## src/rtl/sumador_serial_8bits.sv

```systemverilog
// sumador_serial_8bits
//   Bit-serial adder: out = in1 + in2 mod 2^WIDTH, one bit per clock, LSB
//   first, using a single full-adder cell and a carry flip-flop. Used beside
//   the combinational subtractor so that sumador(restador(a,b), b) == a.
//
// Ports
//   clk    system clock, rising edge
//   rst_n  asynchronous active-low reset
//   start  request, sampled only in IDLE
//   in1    first operand (difference), captured when start is accepted
//   in2    second operand (subtrahend), captured when start is accepted
//   out    sum, low WIDTH bits (held until the next done)
//   cout   carry out of the MSB (unsigned overflow)
//   ovf    signed overflow
//   busy   high in RUN and DONE
//   done   one-cycle pulse, out/cout/ovf newly valid
//
// state  | meaning
// S_IDLE | waiting for start
// S_RUN  | one sum bit per edge, WIDTH edges
// S_DONE | results valid, done pulse, back to idle next edge

module sumador_serial_8bits #(
  parameter int WIDTH = 8
) (
  input  logic             clk,
  input  logic             rst_n,
  input  logic             start,
  input  logic [WIDTH-1:0] in1,
  input  logic [WIDTH-1:0] in2,
  output logic [WIDTH-1:0] out,
  output logic             cout,
  output logic             ovf,
  output logic             busy,
  output logic             done
);

  localparam int CW = (WIDTH > 2) ? $clog2(WIDTH) : 1;
  localparam logic [CW-1:0] LAST_BIT = CW'(WIDTH - 1);

  typedef enum logic [1:0] {
    S_IDLE = 2'd0,
    S_RUN  = 2'd1,
    S_DONE = 2'd2
  } state_t;

  state_t state, state_nxt;

  logic [WIDTH-1:0] a_sr, b_sr, r_sr;
  logic [CW-1:0]    count;
  logic             carry;
  logic             a_msb, b_msb;

  logic load, step, last;
  logic sum_bit, carry_nxt;
  logic [WIDTH-1:0] r_nxt;

  assign sum_bit   = a_sr[0] ^ b_sr[0] ^ carry;
  assign carry_nxt = (a_sr[0] & b_sr[0]) | (a_sr[0] & carry) | (b_sr[0] & carry);
  assign r_nxt     = {sum_bit, r_sr[WIDTH-1:1]};

  always_ff @(posedge clk or negedge rst_n) begin
    if (!rst_n) begin
      state <= S_IDLE;
    end else begin
      state <= state_nxt;
    end
  end

  always_comb begin
    state_nxt = state;
    load      = 1'b0;
    step      = 1'b0;
    last      = 1'b0;
    case (state)
      S_IDLE: begin
        if (start) begin
          load      = 1'b1;
          state_nxt = S_RUN;
        end
      end
      S_RUN: begin
        step = 1'b1;
        if (count == LAST_BIT) begin
          last      = 1'b1;
          state_nxt = S_DONE;
        end
      end
      S_DONE: begin
        state_nxt = S_IDLE;
      end
      default: begin
        state_nxt = S_IDLE;
      end
    endcase
  end

  always_ff @(posedge clk or negedge rst_n) begin
    if (!rst_n) begin
      a_sr  <= '0;
      b_sr  <= '0;
      r_sr  <= '0;
      carry <= 1'b0;
      count <= '0;
      a_msb <= 1'b0;
      b_msb <= 1'b0;
      out   <= '0;
      cout  <= 1'b0;
      ovf   <= 1'b0;
    end else if (load) begin
      a_sr  <= in1;
      b_sr  <= in2;
      r_sr  <= '0;
      carry <= 1'b0;
      count <= '0;
      a_msb <= in1[WIDTH-1];
      b_msb <= in2[WIDTH-1];
    end else if (step) begin
      r_sr  <= r_nxt;
      a_sr  <= {1'b0, a_sr[WIDTH-1:1]};
      b_sr  <= {1'b0, b_sr[WIDTH-1:1]};
      carry <= carry_nxt;
      count <= count + 1'b1;
      if (last) begin
        // On the last edge sum_bit is the result MSB, so overflow is known now.
        out  <= r_nxt;
        cout <= carry_nxt;
        ovf  <= (a_msb == b_msb) && (sum_bit != a_msb);
      end
    end
  end

  assign busy = (state != S_IDLE);
  assign done = (state == S_DONE);

endmodule

```

## config.mk

```make
export PLATFORM = sky130hd
export DESIGN_NAME = sumador_serial_8bits
export DESIGN_NICKNAME = d
export VERILOG_FILES = /design/src/rtl/sumador_serial_8bits.sv
export SDC_FILE = /design/constraint.sdc
export NUM_CORES = 1
export LEC_CHECK = 0
export ABC_AREA = 1
export CORE_MARGIN = 3
export CORE_UTILIZATION = 55
export CTS_BUF_LIST = sky130_fd_sc_hd__clkbuf_8 sky130_fd_sc_hd__clkbuf_16
export DETAILED_ROUTE_END_ITERATION = 8
export GPL_ROUTABILITY_DRIVEN = 1
export PLACE_DENSITY_LB_ADDON = 0.1
export SLEW_MARGIN = 0
export SYNTH_ARGS = -nofsm -noshare
export SYNTH_HDL_FRONTEND = slang
export SYNTH_SLANG_ARGS = --single-unit
```

## constraint.sdc

```tcl
create_clock -name clk -period 2.2 [get_ports clk]
set_input_delay 0.66 -clock clk [delete_from_list [all_inputs] [get_ports clk]]
set_output_delay 0.66 -clock clk [all_outputs]
set_load 0.02 [all_outputs]
```

==> reports/qor.yml, run 1 <==
place_area_sq_mm: 0.002312
critPathMaxFanout: 7
row_count: 21
syn_area_sq_mm: 0.001986
cts_tree: "done"
grt_antenna_before_repair: 0
port-buffer-count: 30
worstPathArrival_ps: 1470
final_common_cell: "nand2_1"
clk_latency_ps: 290
die_x_microns: 66.09
crit_type: "reg -> out"
grt_pass1_vias: 1481
drive_gt1_frac: 0.1131
cp_cell_sequence: "nor2_8 -> inv_1 -> clkdlybuf4s50_1"
synthSimpleGateAreaFrac: 0.3321
gp_congestion: 0.8064
synth_compound_area_frac: 0.02836
coreArea_sq_mm: 0.003416
yosys_warnings: 0
timing.final.crit_share: 0.9694
comb_power_share: 0.419
hpwl_mm: 2.624
cellPowerDensity_mw_per_mm2: 1347
power_frac_seq: 0.403
yosys.area_share.adder: 0.02268
p_leak_nw: 1.320
drt_wl_total_mm: 3.764
drv_cap: 0
postLayoutSetupSlackWorst_ps: 67.25
start_util: 0.5813
critPathMaxStageDelay_ps: 520
ys_seq_elements: 41
rsz0062_at_grt: "no"
hold_viol_final: 0
fin_area_sq_mm: 0.002421
layout_common_cells: "113 x nand2_1, 39 x dfrtp_1, 28 x clkdlybuf4s50_1"
grt_pass1_wl_mm: 6.651
dr.first_iter.drc_count: 101
wire_per_inst_microns: 11.76
holdCritPathClass: "in -> async"
synth_top_family_by_area: "simple AND/OR/NAND/NOR gates"
cts_made_buffers: 5
grt_overflow: 0
ys_seq_area_frac: 0.5167
finalNetCount: 296
first_pass_iters: 4
fmax_mhz: 468.9
clkSlewWorstSetupHoldPaths_ps: 80
cts.sinks: 41
area_delta_synth_final_pct: 21.93
rr_startpoint: "count[0]"
setup_viol: 0
io_pins: 31
num_vias: 1550
cts-root-buf: "clkbuf_8"
syn_inst: 239
switching_share: 0.3851
die_height_microns: 66.09
relSlewSlack: 0.6735
required_ps: 1540
path_buf_inv: 2
cts_setup_buffers: 0
p_int_mw: 2.005
n_antenna_cell: 0
synth_cell_type_count: 20
avgSynthCellArea_sq_um: 8.308
use_met1: 0.2800
grt_max_degree: 25
syn-num-nets: 261
slew_viol_final: 0
final_antenna_net_count: 0
dieArea_sq_mm: 0.004367
min_period_ps: 2133
p_clk_frac: 0.178
synth_mux_area_frac: 0
viasPerCell: 4.844
outcome: "finished clean"
met2_usage: 0.3086
cpLargestDelayFamily: "buffers and inverters"
cp-startpoint: "state[0]"
crit_path_start_kind: "flip-flop"
fin_skew_ps: 4.799
clockBufferDepth: 2
setup_tns_ps: 0
worst_pin_slew_ps: 489.3
gr-max-usage-layer: "met2"
track_usage: 0.2010
dp_worst_setup_slack_ps: 297.7
met3_usage: 0.04082
htreeDepth: 2
route.detailed.drc: 0
cp_slowest_cell: "clkdlybuf4s50_1"
ir_drop_v: 0.0007622
switching_power_mw: 1.256
synth_xor_xnor_area_share: 0
worstSetupEndpointType: "output pin"
kinds of logic after synthesis:
group,after synthesis
flops,41
compound gates,9
simple gates,151
buf+inv,35
fa+ha+maj,3
state kept, by name, summed over array words and instances, names as in the netlist:
register / flops
ovf: 1
carry: 1
a_msb: 1
a_sr: 8
state: 2
b_sr: 8
r_sr: 7
cout: 1
b_msb: 1
count: 3
out: 8
final timing paths:
kind,to,slack (ps),cells past startpoint
hold reg to reg,out[0],480,2
max in group asynchronous,state[0],1420,2
setup reg to reg,out[4],710,6
hold / removal,out[1],300,1
min in group clk,out[0],480,2
setup / recovery,busy,70,3
worst reg2reg max path: stages (launching register included):
cell and delay (ps):
dfrtp_1 370, ha_1 160, ha_1 220, inv_1 70
nor2_2 410, nand2_1 120, nand2_1 90
power groups by stage:
stage | Clock (mW) | Sequential, mW | Combinational (mW)
final | 0.579 | 1.31 | 1.37
after floorplan | 0 | 1.37 | 0.912
after CTS | 0.587 | 1.31 | 1.38
after global routing | 0.624 | 1.36 | 1.57
after global placement | 0 | 1.31 | 1.34
after detailed placement | 0 | 1.32 | 1.38
per-stage QoR:
step / power [mW] / hold WS (ps) / cells / utilization
5_1_grt: 3.549 / 317.9 / 320 / 0.7088
3_5_place_dp: 2.694 / 457.6 / 313 / 0.6769
4_1_cts: 3.282 / 310.2 / 320 / 0.7077
6_report: 3.260 / 296.3 / 320 / 0.7088
2_1_floorplan: 2.284 / 364.4 / 239 / -
3_3_place_gp: 2.650 / 453.6 / 313 / 0.6769
cells in the mapped netlist (all sizes together):
master  count  area (sq um)
dfrtp      41          1026
fa          1         20.02
nand2     118         470.5
nand3      29         155.2
buf        11         106.4
nor2        4         33.79
inv        24         92.59
ha          2         25.02
o21ai       9         56.31
layout make-up:
class,instances,area (sq um)
Clock buffer,5,68.82
Clock inverter,2,35.03
Fill cell,274,994.7
Inverter,24,92.59
Multi-Input combinational cell,163,760.7
Sequential cell,41,1028
Tap cell,46,57.56
Timing Repair Buffer,39,377.9
routing by layer:
layer	part of all wire	vias to the layer above
li1	-	795
met1	0.48	717
met2	0.47	31
met3	0.039	7
met4	0.014	0
met5	0	-
timing repair:
action                                  in CTS  in global routing
gates resized for setup                      1                  2
hold buffers                                 0                  0
pin swaps                                    0                  0
endpoints found under the setup margin       2                  1
No activity file was read; power rests on OpenSTA's default activity.
==> run 2: changes to the inputs <==
--- a/config.mk
+++ b/config.mk
@@ -10,6 +10,7 @@
 export CORE_UTILIZATION = 55
 export CTS_BUF_LIST = sky130_fd_sc_hd__clkbuf_8 sky130_fd_sc_hd__clkbuf_16
 export DETAILED_ROUTE_END_ITERATION = 8
+export DONT_BUFFER_PORTS = 1
 export GPL_ROUTABILITY_DRIVEN = 1
 export PLACE_DENSITY_LB_ADDON = 0.1
 export SLEW_MARGIN = 0
==> run 2 against run 1 <==
Against the previous run: non-clock buffer count shrank 38; core utilization fell by 11 points; sequential cell count did not move; largest cell class unchanged; sequential power increased by 9%; setup slack better by 220 ps; clock power fell by 17%; highest routed layer unchanged.
==> reports/qor.yml, run 2 (synthesis results as in run 1) <==
critPathMaxFanout: 15  # +8
grt_overflow: 0  # unchanged
num_vias: 1453  # -6.3%
setup_tns_ps: 0  # unchanged
critPathMaxStageDelay_ps: 490  # -30 ps
dr.first_iter.drc_count: 105  # +4.0%
crit_type: "reg -> out"
row_count: 21  # unchanged
final_antenna_net_count: 0  # unchanged
grt_pass1_wl_mm: 6.030  # -9.3%
cpLargestDelayFamily: "flip-flops"
place_area_sq_mm: 0.001944  # -16%
drt_wl_total_mm: 3.630  # -3.6%
hpwl_mm: 2.434  # -7.2%
route.detailed.drc: 0  # unchanged
outcome: "finished clean"
fin_util: 0.5945  # -0.1143
slew_viol_final: 0  # unchanged
port-buffer-count: 0  # -100%
first_pass_iters: 4  # unchanged
holdCritPathClass: "in -> async"
cts-root-buf: "clkbuf_8"
cts_made_buffers: 5  # unchanged
die_x_microns: 66.09  # unchanged
worstSetupEndpointType: "output pin"
reg_top3: "a_sr: 8 flops, b_sr: 8 flops, out: 8 flops"
drv_cap: 0  # unchanged
die_height_microns: 66.09  # unchanged
crit_path_start_kind: "flip-flop"
final_common_cell: "nand2_1"
wire_per_inst_microns: 12.83  # +9.0%
cellPowerDensity_mw_per_mm2: 1422  # +5.6%
htreeDepth: 2  # unchanged
cp-startpoint: "state[1]"
total_power_mw: 2.888  # -11%
dieArea_sq_mm: 0.004367  # unchanged
start_util: 0.5813  # unchanged
wl_met2_mm: 1.773  # +1.0%
highest_layer: "met4"
path_buf_inv: 1  # -1
drive_gt1_frac: 0.08861  # -0.02453
area_delta_synth_final_pct: 2.269
grt_pass1_vias: 1388  # -6.3%
fin_area_sq_mm: 0.002031  # -16%
clkSlewWorstSetupHoldPaths_ps: 80  # about the same
seqCellArea_sq_mm: 0.001026  # -0.24%
n_fill_cell: 325  # +19%
cts_resized: 0  # -1
grt_antenna_before_repair: 0  # unchanged
track_usage: 0.1811  # -0.01992
timing.final.crit_share: 0.8694  # -0.1001
ir_drop_v: 0.0006816  # -11%
cts_setup_buffers: 0  # unchanged
coreArea_sq_mm: 0.003416  # unchanged
layout_common_cells: "113 x nand2_1, 41 x dfrtp_1, 27 x nand3_1"
clockBufferDepth: 2  # unchanged
relSlewSlack: 0.5235  # -0.1500
fmax_mhz: 522.8  # +12%
p_leak_nw: 1.134  # -14%
clk_latency_ps: 290  # about the same
cts.sinks: 41  # unchanged
rsz0062_at_grt: "no"
rr_startpoint: "state[0]"
ctsHoldBuffers: 0  # unchanged
setup_viol: 0  # unchanged
io_pins: 31  # unchanged
n_antenna_cell: 0  # unchanged
grt_max_degree: 42  # +68%
wl_met3_microns: 146  # -1.4%
wl_met1_mm: 1.653  # -8.4%
cp_cell_sequence: "inv_4 -> nor2_1"
finalNetCount: 258  # -13%
worstPathArrival_ps: 1250  # -220 ps
hold_viol_final: 0  # unchanged
required_ps: 1540  # about the same
multi_input_area_sq_um: 760.7  # unchanged
viasPerCell: 5.134  # +6.0%
fin_skew_ps: 7.445  # +2.646 ps
cp_slowest_cell: "dfrtp_1"
worst_pin_slew_ps: 712.0  # +222.8 ps
gp_congestion: 0.7645  # -5.2%
cts_tree: "done"
min_period_ps: 1913  # -220.1 ps
## run 2: cell count changes in the layout (fill, tap and decap cells not counted)
cell,delta
buf_12,-1
buf_2,-1
buf_4,-7
bufinv_16,-1
clkdlybuf4s50_1,-28
clkinv_2,+1
clkinvlp_4,+1
dfrtp_1,+2
dfrtp_2,-2
dlymetal6s2s_1,-1
## run 2: per-layer routing
layer  global-route usage  up-vias
met5                    0        -
met4              0.06853        0
met3              0.03912        7
met2               0.2962       28
met1               0.2344      696
li1                     -      722
## run 2: stage by stage
stage / setup WS (ps) / cells / hold WS [ps]
floorplan: 565.4 / 239 / 364.4
global placement: 612.0 / 275 / 365.5
detailed placement: 598.4 / 275 / 365.5
CTS: 270.8 / 283 / 46.96
global route: 231.6 / 283 / 37.11
finish: 287.4 / 283 / 51.29
## run 2: power by group
group | internal (mW) | switching (mW)
clock | 0.219 | 0.264
combinational | 0.354 | 0.620
sequential | 1.09 | 0.340
## run 2: worst reg2reg max path, cell delays in order (launching register included)
cell and delay (ps):
dfrtp_1 470, buf_4 240, o21ai_4 580, nand2_1 130
nand2_1 110
## run 2: path summary, 6_finish.rpt
path                           end  slack [ps]  cells after the start
max                           done         290                      2
min                        b_sr[4]          50                      0
max reg2reg                a_sr[6]         630                      4
min reg2reg                 out[0]         480                      2
max in group asynchronous  a_sr[4]        2060                      0
min in group clk            out[0]         480                      2
## run 2: area by class of cell
type	count	share of cell area
tap	46	0.02834
inverter	24	0.04559
timing repair buffer	1	0.003697
clock buffer	5	0.03389
sequential	41	0.5052
clock inverter	3	0.008626
multi-input combinational	163	0.3746
==> run 3: changes to the inputs <==
--- a/config.mk
+++ b/config.mk
@@ -11,8 +11,7 @@
 export CTS_BUF_LIST = sky130_fd_sc_hd__clkbuf_8 sky130_fd_sc_hd__clkbuf_16
 export DETAILED_ROUTE_END_ITERATION = 8
 export DONT_BUFFER_PORTS = 1
-export GPL_ROUTABILITY_DRIVEN = 1
-export PLACE_DENSITY_LB_ADDON = 0.1
+export PLACE_DENSITY = 0.67
 export SLEW_MARGIN = 0
 export SYNTH_ARGS = -nofsm -noshare
 export SYNTH_HDL_FRONTEND = slang
==> run 3 against run 2 <==
Against the previous run: combinational power fell by 3.5%; power rose by 6.8%; fmax fell by 0.78%; sequential power barely moved; clock skew fell by 1.7 ps; hold slack got worse by 4.0 ps; die area did not move; critical path type unchanged.
==> reports/qor.yml, run 3 (synthesis results as in run 1) <==
area_delta_synth_final_pct: 4.663
n_antenna_cell: 0  # unchanged
relSlewSlack: 0.5596  # +0.03607
drv_cap: 0  # unchanged
clk_latency_ps: 300  # about the same
p_leak_nw: 1.158  # +2.1%
drive_gt1_frac: 0.08861  # unchanged
cts_made_buffers: 5  # unchanged
crit_path_start_kind: "flip-flop"
slew_viol_final: 0  # unchanged
drt_wl_total_mm: 3.388  # -6.7%
clockBufferDepth: 2  # unchanged
reg_top3: "a_sr: 8 flops, b_sr: 8 flops, out: 8 flops"
r2r_slack_ps: 630  # about the same
min_period_ps: 1928  # +15.06 ps
final_antenna_net_count: 0  # unchanged
hold_viol_final: 0  # unchanged
use_met1: 0.2400  # +0.005511
fin_skew_ps: 5.773  # -1.672 ps
hpwl_mm: 2.262  # -7.1%
cts_tree: "done"
port-buffer-count: 0  # unchanged
grt_pass1_vias: 1380  # -0.58%
finalNetCount: 258  # unchanged
fin_area_sq_mm: 0.002078  # +2.3%
grt_overflow: 0  # unchanged
track_usage: 0.1857  # +0.004615
first_pass_iters: 4  # unchanged
start_util: 0.5813  # unchanged
timing.final.crit_share: 0.8762  # +0.006848
outcome: "finished clean"
dr.first_iter.drc_count: 72  # -31%
final_common_cell: "nand2_1"
num_vias: 1408  # -3.1%
dieArea_sq_mm: 0.004367  # unchanged
ctsHoldBuffers: 0  # unchanged
cts_setup_buffers: 0  # unchanged
grt_antenna_before_repair: 0  # unchanged
row_count: 21  # unchanged
clkSlewWorstSetupHoldPaths_ps: 80  # about the same
setup_tns_ps: 0  # unchanged
worstSetupEndpointType: "output pin"
io_pins: 31  # unchanged
setup_viol: 0  # unchanged
grt_pass1_wl_mm: 6.085  # +0.91%
met2_usage: 0.2850  # -0.01115
holdCritPathClass: "in -> async"
cts-root-buf: "clkbuf_8"
cts.sinks: 41  # unchanged
coreArea_sq_mm: 0.003416  # unchanged
required_ps: 1540  # about the same
die_x_microns: 66.09  # unchanged
worstPathArrival_ps: 1270  # +20 ps
viasPerCell: 4.975  # -3.1%
grt_max_degree: 42  # unchanged
worst_pin_slew_ps: 658.1  # -53.90 ps
n_fill_cell: 322  # -0.92%
met3_usage: 0.04762  # +0.008503
place_area_sq_mm: 0.001944  # unchanged
gr-max-usage-layer: "met2"
cts_resized: 0  # unchanged
die_height_microns: 66.09  # unchanged
ir_drop_v: 0.0007054  # +3.5%
cellPowerDensity_mw_per_mm2: 1485  # +4.4%
rsz0062_at_grt: "no"
fmax_mhz: 518.8  # -0.78%
route.detailed.drc: 0  # unchanged
critPathMaxFanout: 15  # unchanged
layout_common_cells: "113 x nand2_1, 41 x dfrtp_1, 27 x nand3_1"
gp_congestion: 0.7853  # +2.7%
wire_per_inst_microns: 11.97  # -6.7%
crit_type: "reg -> out"
htreeDepth: 2  # unchanged
==> run 3: layout make-up <==
class | instances | area (sq um) | share of cell area
Clock buffer | 5 | 68.82 | 0.03311
Clock inverter | 3 | 65.06 | 0.03131
Inverter | 24 | 92.59 | 0.04455
Multi-Input combinational cell | 163 | 760.7 | 0.3660
Sequential cell | 41 | 1026 | 0.4937
Tap cell | 46 | 57.56 | 0.02769
Timing Repair Buffer | 1 | 7.507 | 0.003612
==> run 3: final timing paths <==
| kind | from | endpoint | cells after the start |
|---|---|---|---|
| max in group asynchronous | rst_n | count[1] | 0 |
| min reg2reg | a_sr[6] | a_sr[6] | 2 |
| max reg2reg | state[0] | a_sr[5] | 4 |
| min in group clk | a_sr[6] | a_sr[6] | 2 |
| max | state[1] | done | 2 |
| min | rst_n | b_sr[3] | 0 |
==> run 3: metrics by stage <==
| stage | setup slack (ps) | total power [mW] | cells | hold WS, ps | utilization |
|---|---|---|---|---|---|
| 2_1_floorplan | 565.4 | 2.284 | 239 | 364.4 | - |
| 3_3_place_gp | 601.7 | 2.358 | 275 | 365.4 | 0.5692 |
| 3_5_place_dp | 587.3 | 2.396 | 275 | 365.6 | 0.5692 |
| 4_1_cts | 255.6 | 3.119 | 283 | 40.83 | 0.6084 |
| 5_1_grt | 211.7 | 3.370 | 283 | 32.40 | 0.6084 |
| 6_report | 272.3 | 3.086 | 283 | 47.31 | 0.6084 |
==> run 3: where the power goes <==
part | switching, mW | internal [mW] | total (mW)
sequential | 0.338 | 1.09 | 1.43
clock | 0.266 | 0.451 | 0.717
combinational | 0.589 | 0.352 | 0.940
total | 1.19 | 1.89 | 3.09
==> run 3: layer usage <==
layer,wire length (microns),share of wire
met4,85,0.025
met2,1517,0.45
met1,1615,0.48
met5,0,0
met3,170,0.050
==> run 3: critical path: stages (launching register included) <==
cell     delay [ps]
dfrtp_1         490
inv_4           140
nor2_1          340
